==> config.mk <==
export PLATFORM = sky130hd
export DESIGN_NAME = y86_seq_ctrl
export DESIGN_NICKNAME = d
export VERILOG_FILES = /design/src/rtl/y86_seq_ctrl.sv
export SDC_FILE = /design/constraint.sdc
export NUM_CORES = 1
export LEC_CHECK = 0
export ABC_AREA = 1
export CAP_MARGIN = 20
export CORE_MARGIN = 3
export CORE_UTILIZATION = 44
export DETAILED_ROUTE_END_ITERATION = 10
export PLACE_DENSITY = 0.76
export SETUP_SLACK_MARGIN = 0.02
export SYNTH_ARGS = -nofsm -noshare
export SYNTH_HDL_FRONTEND = slang
export SYNTH_SLANG_ARGS = --single-unit
export TNS_END_PERCENT = 1
==> constraint.sdc <==
create_clock -name clk_i -period 1.9 [get_ports clk_i]
set_clock_uncertainty 0.2 [all_clocks]
set_input_delay 0.38 -clock clk_i [delete_from_list [all_inputs] [get_ports clk_i]]
set_output_delay 0.38 -clock clk_i [all_outputs]
set_load 0.01 [all_outputs]
==> src/rtl/y86_seq_ctrl.sv <==
// -----------------------------------------------------------------------------
// y86_seq_ctrl
// Sequencing controller for the Y86-64 SEQ datapath. Owns the architectural PC,
// walks one stage per cycle (fetch, decode, execute, memory, writeback, PC
// update), waits on the data-memory ready handshake and produces the Y86
// status code. Supports free-run (run_i) and single-step (step_i) operation.
//
// Optional build macro: Y86_SEQ_CTRL_BRKPT_EN
//   Adds a PC breakpoint (bp_en_i, bp_addr_i, bp_hit_o). Undefined by default.
//
// Ports
//   clk_i          clock, rising edge
//   rst_n_i        synchronous reset, active high (1 = reset)
//   run_i          level, execute instructions back-to-back
//   step_i         pulse, execute one instruction from IDLE when run_i=0
//   icode_i        icode from fetch
//   instr_valid_i  fetch decoded a legal instruction
//   imem_error_i   fetch address fault
//   dmem_error_i   data memory fault, qualified by mem_ready_i
//   mem_ready_i    data memory access complete
//   nextpc_i       next PC from the update stage
//   bp_en_i        (optional) breakpoint enable
//   bp_addr_i      (optional) breakpoint PC
//   bp_hit_o       (optional) stopped on breakpoint
//   pc_o           current PC
//   fetch_en_o .. pc_we_o  one-hot registered stage enables
//   stat_o         1=AOK 2=HLT 3=ADR 4=INS
//   halted_o       FSM is in HALT
//   retired_o      one-cycle pulse after an instruction commits
//   instr_cnt_o    retired-instruction count (saturating)
//   cycle_cnt_o    cycles spent in FETCH..PCUPD (saturating)
//
// State  | meaning
// -------+----------------------------------------------------------
// IDLE   | waiting for run_i or step_i
// FETCH  | fetch stage enabled; fetch faults and halt decoded here
// DECODE | decode stage enabled
// EXEC   | execute stage enabled
// MEM    | memory stage enabled; waits for mem_ready_i with timeout
// WB     | register writeback enabled
// PCUPD  | PC write; instruction commits on the exit edge
// HALT   | sticky stop with status code; only reset leaves
// -----------------------------------------------------------------------------
module y86_seq_ctrl #(
  parameter int unsigned     PC_W        = 64,
  parameter logic [PC_W-1:0] RESET_PC    = {PC_W{1'b0}},
  parameter int unsigned     CNT_W       = 32,
  parameter int unsigned     MEM_TIMEOUT = 16
) (
  input  logic             clk_i,
  input  logic             rst_n_i,
  input  logic             run_i,
  input  logic             step_i,
  input  logic [3:0]       icode_i,
  input  logic             instr_valid_i,
  input  logic             imem_error_i,
  input  logic             dmem_error_i,
  input  logic             mem_ready_i,
  input  logic [PC_W-1:0]  nextpc_i,
`ifdef Y86_SEQ_CTRL_BRKPT_EN
  input  logic             bp_en_i,
  input  logic [PC_W-1:0]  bp_addr_i,
  output logic             bp_hit_o,
`endif
  output logic [PC_W-1:0]  pc_o,
  output logic             fetch_en_o,
  output logic             decode_en_o,
  output logic             exec_en_o,
  output logic             mem_en_o,
  output logic             wb_en_o,
  output logic             pc_we_o,
  output logic [3:0]       stat_o,
  output logic             halted_o,
  output logic             retired_o,
  output logic [CNT_W-1:0] instr_cnt_o,
  output logic [CNT_W-1:0] cycle_cnt_o
);

  typedef enum logic [2:0] {
    S_IDLE   = 3'd0,
    S_FETCH  = 3'd1,
    S_DECODE = 3'd2,
    S_EXEC   = 3'd3,
    S_MEM    = 3'd4,
    S_WB     = 3'd5,
    S_PCUPD  = 3'd6,
    S_HALT   = 3'd7
  } state_e;

  localparam logic [3:0] STAT_AOK = 4'd1;
  localparam logic [3:0] STAT_HLT = 4'd2;
  localparam logic [3:0] STAT_ADR = 4'd3;
  localparam logic [3:0] STAT_INS = 4'd4;

  localparam logic [CNT_W-1:0] CNT_MAX   = {CNT_W{1'b1}};
  // MEM wait is a down-counter; the terminal count (zero) on a not-ready
  // cycle is the MEM_TIMEOUT-th wait cycle.
  localparam logic [7:0]       WAIT_LOAD = 8'(MEM_TIMEOUT - 1);

  state_e           state_q;
  logic [5:0]       en_q;        // {fetch, decode, exec, mem, wb, pc_we}
  logic [PC_W-1:0]  pc_q;
  logic [3:0]       stat_q;
  logic             halted_q;
  logic             retired_q;
  logic [CNT_W-1:0] instr_cnt_q;
  logic [CNT_W-1:0] cycle_cnt_q;
  logic             step_flag_q;
  logic [7:0]       wait_q;
`ifdef Y86_SEQ_CTRL_BRKPT_EN
  logic             bp_hit_q;
  logic             run_q;
  logic             run_rise;
  assign run_rise = run_i & ~run_q;
`endif

  // Enable pattern for the state being entered, so enables are registered
  // alongside the state and line up with it exactly.
  function automatic logic [5:0] en_of(input state_e s);
    logic [5:0] e;
    e = 6'b000000;
    case (s)
      S_FETCH:  e = 6'b100000;
      S_DECODE: e = 6'b010000;
      S_EXEC:   e = 6'b001000;
      S_MEM:    e = 6'b000100;
      S_WB:     e = 6'b000010;
      S_PCUPD:  e = 6'b000001;
      default:  e = 6'b000000;
    endcase
    return e;
  endfunction

  always_ff @(posedge clk_i) begin
    if (rst_n_i) begin
      state_q     <= S_IDLE;
      en_q        <= 6'b000000;
      pc_q        <= RESET_PC;
      stat_q      <= STAT_AOK;
      halted_q    <= 1'b0;
      retired_q   <= 1'b0;
      instr_cnt_q <= '0;
      cycle_cnt_q <= '0;
      step_flag_q <= 1'b0;
      wait_q      <= 8'd0;
`ifdef Y86_SEQ_CTRL_BRKPT_EN
      bp_hit_q    <= 1'b0;
      run_q       <= 1'b0;
`endif
    end else begin
      retired_q <= 1'b0;
`ifdef Y86_SEQ_CTRL_BRKPT_EN
      run_q     <= run_i;
`endif

      if (state_q != S_IDLE && state_q != S_HALT && cycle_cnt_q != CNT_MAX)
        cycle_cnt_q <= cycle_cnt_q + 1'b1;

      case (state_q)
        S_IDLE: begin
`ifdef Y86_SEQ_CTRL_BRKPT_EN
          if (bp_hit_q && (step_i || run_rise)) begin
            // Resume onto the breakpointed PC without re-checking it.
            bp_hit_q    <= 1'b0;
            state_q     <= S_FETCH;
            en_q        <= en_of(S_FETCH);
            step_flag_q <= ~run_i;
          end else if (run_i || step_i) begin
            if (bp_en_i && (pc_q == bp_addr_i)) begin
              bp_hit_q <= 1'b1;
            end else begin
              state_q     <= S_FETCH;
              en_q        <= en_of(S_FETCH);
              step_flag_q <= ~run_i;
            end
          end
`else
          if (run_i || step_i) begin
            state_q     <= S_FETCH;
            en_q        <= en_of(S_FETCH);
            step_flag_q <= ~run_i;
          end
`endif
        end

        S_FETCH: begin
          if (imem_error_i) begin
            state_q  <= S_HALT;
            en_q     <= en_of(S_HALT);
            stat_q   <= STAT_ADR;
            halted_q <= 1'b1;
          end else if (!instr_valid_i) begin
            state_q  <= S_HALT;
            en_q     <= en_of(S_HALT);
            stat_q   <= STAT_INS;
            halted_q <= 1'b1;
          end else if (icode_i == 4'h0) begin
            state_q  <= S_HALT;
            en_q     <= en_of(S_HALT);
            stat_q   <= STAT_HLT;
            halted_q <= 1'b1;
          end else begin
            state_q <= S_DECODE;
            en_q    <= en_of(S_DECODE);
          end
        end

        S_DECODE: begin
          state_q <= S_EXEC;
          en_q    <= en_of(S_EXEC);
        end

        S_EXEC: begin
          state_q <= S_MEM;
          en_q    <= en_of(S_MEM);
          wait_q  <= WAIT_LOAD;
        end

        S_MEM: begin
          // dmem_error_i only means something once the access completes.
          if (mem_ready_i) begin
            if (dmem_error_i) begin
              state_q  <= S_HALT;
              en_q     <= en_of(S_HALT);
              stat_q   <= STAT_ADR;
              halted_q <= 1'b1;
            end else begin
              state_q <= S_WB;
              en_q    <= en_of(S_WB);
            end
          end else if (wait_q == 8'd0) begin
            state_q  <= S_HALT;
            en_q     <= en_of(S_HALT);
            stat_q   <= STAT_ADR;
            halted_q <= 1'b1;
          end else begin
            wait_q <= wait_q - 8'd1;
          end
        end

        S_WB: begin
          state_q <= S_PCUPD;
          en_q    <= en_of(S_PCUPD);
        end

        S_PCUPD: begin
          pc_q        <= nextpc_i;
          retired_q   <= 1'b1;
          step_flag_q <= 1'b0;
          if (instr_cnt_q != CNT_MAX)
            instr_cnt_q <= instr_cnt_q + 1'b1;
          if (run_i && !step_flag_q) begin
`ifdef Y86_SEQ_CTRL_BRKPT_EN
            if (bp_en_i && (nextpc_i == bp_addr_i)) begin
              state_q  <= S_IDLE;
              en_q     <= en_of(S_IDLE);
              bp_hit_q <= 1'b1;
            end else begin
              state_q <= S_FETCH;
              en_q    <= en_of(S_FETCH);
            end
`else
            state_q <= S_FETCH;
            en_q    <= en_of(S_FETCH);
`endif
          end else begin
            state_q <= S_IDLE;
            en_q    <= en_of(S_IDLE);
          end
        end

        S_HALT: begin
          state_q <= S_HALT;
          en_q    <= en_of(S_HALT);
        end

        default: begin
          state_q <= S_IDLE;
          en_q    <= en_of(S_IDLE);
        end
      endcase
    end
  end

  assign pc_o        = pc_q;
  assign fetch_en_o  = en_q[5];
  assign decode_en_o = en_q[4];
  assign exec_en_o   = en_q[3];
  assign mem_en_o    = en_q[2];
  assign wb_en_o     = en_q[1];
  assign pc_we_o     = en_q[0];
  assign stat_o      = stat_q;
  assign halted_o    = halted_q;
  assign retired_o   = retired_q;
  assign instr_cnt_o = instr_cnt_q;
  assign cycle_cnt_o = cycle_cnt_q;
`ifdef Y86_SEQ_CTRL_BRKPT_EN
  assign bp_hit_o    = bp_hit_q;
`endif

endmodule

==> flow_summary_export.csv <==
group,metric,value,unit
outcome,status,"finished clean",
drt,drtIter0Drc,545,
pwr,p_leak,0.00523,uW
pwr,swShare,34.3,%
synth,yosys_warnings,0,
setup_path,end_kind,"flip-flop",
clocking,clock-sinks,151,
synth,synth_area,0.00750,mm^2
pwr,ir_drop,0.000878,V
die,coreArea,0.0166,mm^2
drt,vias_per_cell,4.96,
setup_path,cpPeakStageDelay,400,ps
layout,num_antenna_cells,0,
synth,synth_common_cells,"nand2_1, nor2_1, dfxtp_1",
synth,syn_inst,1140,
synth,seq_area_frac_synth,40.3,%
die,initial_utilization,45.1,%
synth,synthTopCellsByArea,"dfxtp_1, nand2_1, nor2_1",
setup_path,path_delay_family,"simple AND/OR/NAND/NOR gates",
drt,wl_per_cell,14.1,um
pwr,power_frac_comb,29.1,%
drt,dr.pass1.iters,5,
pwr,net-switching-power,3340,uW
synth,synth_ff_type,"dfxtp_1",
setup_path,crit_fanout,5,
setup_path,start_kind,"flip-flop",
synth,yosys.area.top_type,"dfxtp_1",
synth,synth_top_area_share,40.3,%
setup_path,path_buf_inv,1,
grt,grt_pass1_wl,37000,um
drt,via_count,8202,
die,die_x,137,um
synth,ys_seq_elements,151,
sta,fmax,543,MHz
pwr,power,9730,uW
layout,area_growth,47.2,%
clocking,root_buffer,"clkbuf_16",
pwr,seqPwrFrac,37.3,%
grt,grt_max_degree,66,
sta,post-route-min-period,1840,ps
grt,grt_use_total,24.7,%
die,die_area,0.0187,mm^2
placement,gp_congestion,0.950,
clocking,htree_levels,4,
die,rows,47,
synth,syn_nets,1220,
clocking,clk_latency,430,ps
layout,drive_gt1_share,14.5,%
layout,fin_util,66.4,%
drt,antenna_left,0,
setup_path,ff2ff_setup_slack,60,ps
synth,synth_edf_count,0,
sta,rsz0062_at_grt,"yes",
synth,synth_area_per_cell,6.58,um^2
setup_path,crit_start,"cycle_cnt_o[4]",
placement,io_buffers,214,
pwr,power_density,880,mW/mm^2
sta,setup_ws,59.0,ps
setup_path,crit_slowest_cell,"dfxtp_1",
clocking,path_clk_slew,70,ps
synth,ys_types,33,
synth,async_flop_share,0,%
layout,multi_input_area,0.00408,mm^2
grt,grt_pass1_vias,7711,
setup_path,worstPathRequired,2060,ps
placement,dp_hpwl,17000,um
setup_path,cpMostUsedCell,"nand2_1",
drt,routed_wl,23300,um
pwr,intPower,6380,uW
sta,drv_slew,0,
synth,synth_most_common_cell,"nand2_1",
sta,finalSetupViolCount,0,
layout,ff_latch_area,0.00305,mm^2
grt,overflow,0,
layout,fill_cells,1483,
min_path,min_from,"rst_n_i",
clocking,cts_max_path_buffers,2,
die,chipHeight,137,um
grt,antenna_found_initial,0,
clocking,cts_buffers,17,
layout,nets,1501,
setup_path,path_class,"flip-flop to flip-flop",
setup_path,worstPathCellList,"nand2_1 > nor2_1 > nand2_2 > inv_1 > nand2_1 > nor2_1 > nand3_1 > nand2_1 > nand2_1 > nor2_1",
die,ios,216,
setup_path,rr_startpoint,"cycle_cnt_o[4]",
setup_path,worstPathArrival,2000,ps
sta,hold_ws,162,ps
pwr,clkPwrFrac,33.5,%
drt,drc,0,
clocking,cts_tree,"built",
sta,period_share,96.9,%
placement,preCtsSetupSlack,-27.2,ps
min_path,hold_path_class,"input pin to flip-flop",
sta,finalHoldViolations,0,
job,drv_cap,0,
[metrics by stage]
stage	setup TNS, ps	cell area (um^2)	cells
after floorplan	-164	7520	1140
after global placement	0	10500	1618
after detailed placement	-37.1	10500	1618
after CTS	0	10900	1650
after global routing	-155	11000	1654
final	0	11000	1654
[flip-flops by register name, summed over array words and instances (netlist names)]
| signal | cells |
|---|---|
| state_q | 3 |
| pc_o | 64 |
| en_q | 6 |
| retired_o | 1 |
| halted_o | 1 |
| cycle_cnt_o | 32 |
| stat_o | 3 |
| instr_cnt_o | 32 |
| step_flag_q | 1 |
| wait_q | 8 |
[worst reg2reg max path, stage by stage, from the launching register on]
cell and delay (ps):
dfxtp_1 400, nand2_1 110, nor2_1 180, nand2_2 140, inv_1 140, nand2_1 100, nor2_1 170, nand3_1 100
nand2_1 90, nand2_1 70, nor2_1 80
[cell families (layout without fill, tap and decap cells)]
| family | after synthesis | after routing | synth area share [%] |
|---|---|---|---|
| other cells | 1 | 1 | 0.0500 |
| flops | 151 | 151 | 40.3 |
| xor+xnor | 34 | 34 | 3.97 |
| simple gates | 745 | 745 | 41.8 |
| compound gates | 85 | 85 | 6.29 |
| buf+inv | 120 | 414 | 6.94 |
| fa+ha+maj | 4 | 4 | 0.667 |
[worst paths after layout]
check	end	cells after the start
max	cycle_cnt_o[15]	10
min reg2reg	halted_o	2
min	cycle_cnt_o[6]	2
max reg2reg	cycle_cnt_o[15]	10
[metal layers]
layer  wire [um]  track usage, %
met1        9560            29.4
met2       11200            41.4
met3        1930            7.90
met4         689            9.80
met5           0               0
[cell type report]
class | count | area share (%)
clock buffers | 17 | 3.85
clock inverters | 15 | 1.25
inverters | 79 | 2.77
multi-input cells | 869 | 37.0
flip-flops and latches | 151 | 27.6
well taps | 220 | 2.49
repair buffers | 303 | 25.1
[cells in the final DEF (no fill, tap or decap), drive strengths merged]
cell,n
dlymetal6s2s,1
clkbuf,18
buf,89
nand3b,1
nor3,5
ha,4
xor2,23
nand2,448
a211oi,1
o211ai,1
nor2,168
nand3,100
inv,87
nor3b,2
clkinv,7
nand4,21
conb,1
a21oi,66
clkdlybuf4s50,74
dfxtp,151
a221oi,1
o21ai,16
xnor2,11
dlygate4sd2,138
[repair_timing]
action	4_1_cts	5_1_grt
pin swaps	0	8
setup buffers	0	3
resized for setup	147	38
gates cloned	0	1
hold buffers	0	0
setup endpoints to repair	170	77
[power by group through the flow]
stage	Clock [uW]	Combinational [uW]	Sequential (uW)
6_report	3260	2830	3630
3_5_place_dp	0	2660	3690
4_1_cts	3320	2580	3620
2_1_floorplan	0	1410	3760
5_1_grt	3450	3120	3660
3_3_place_gp	0	2640	3690
(Power assumes the default switching activity.)
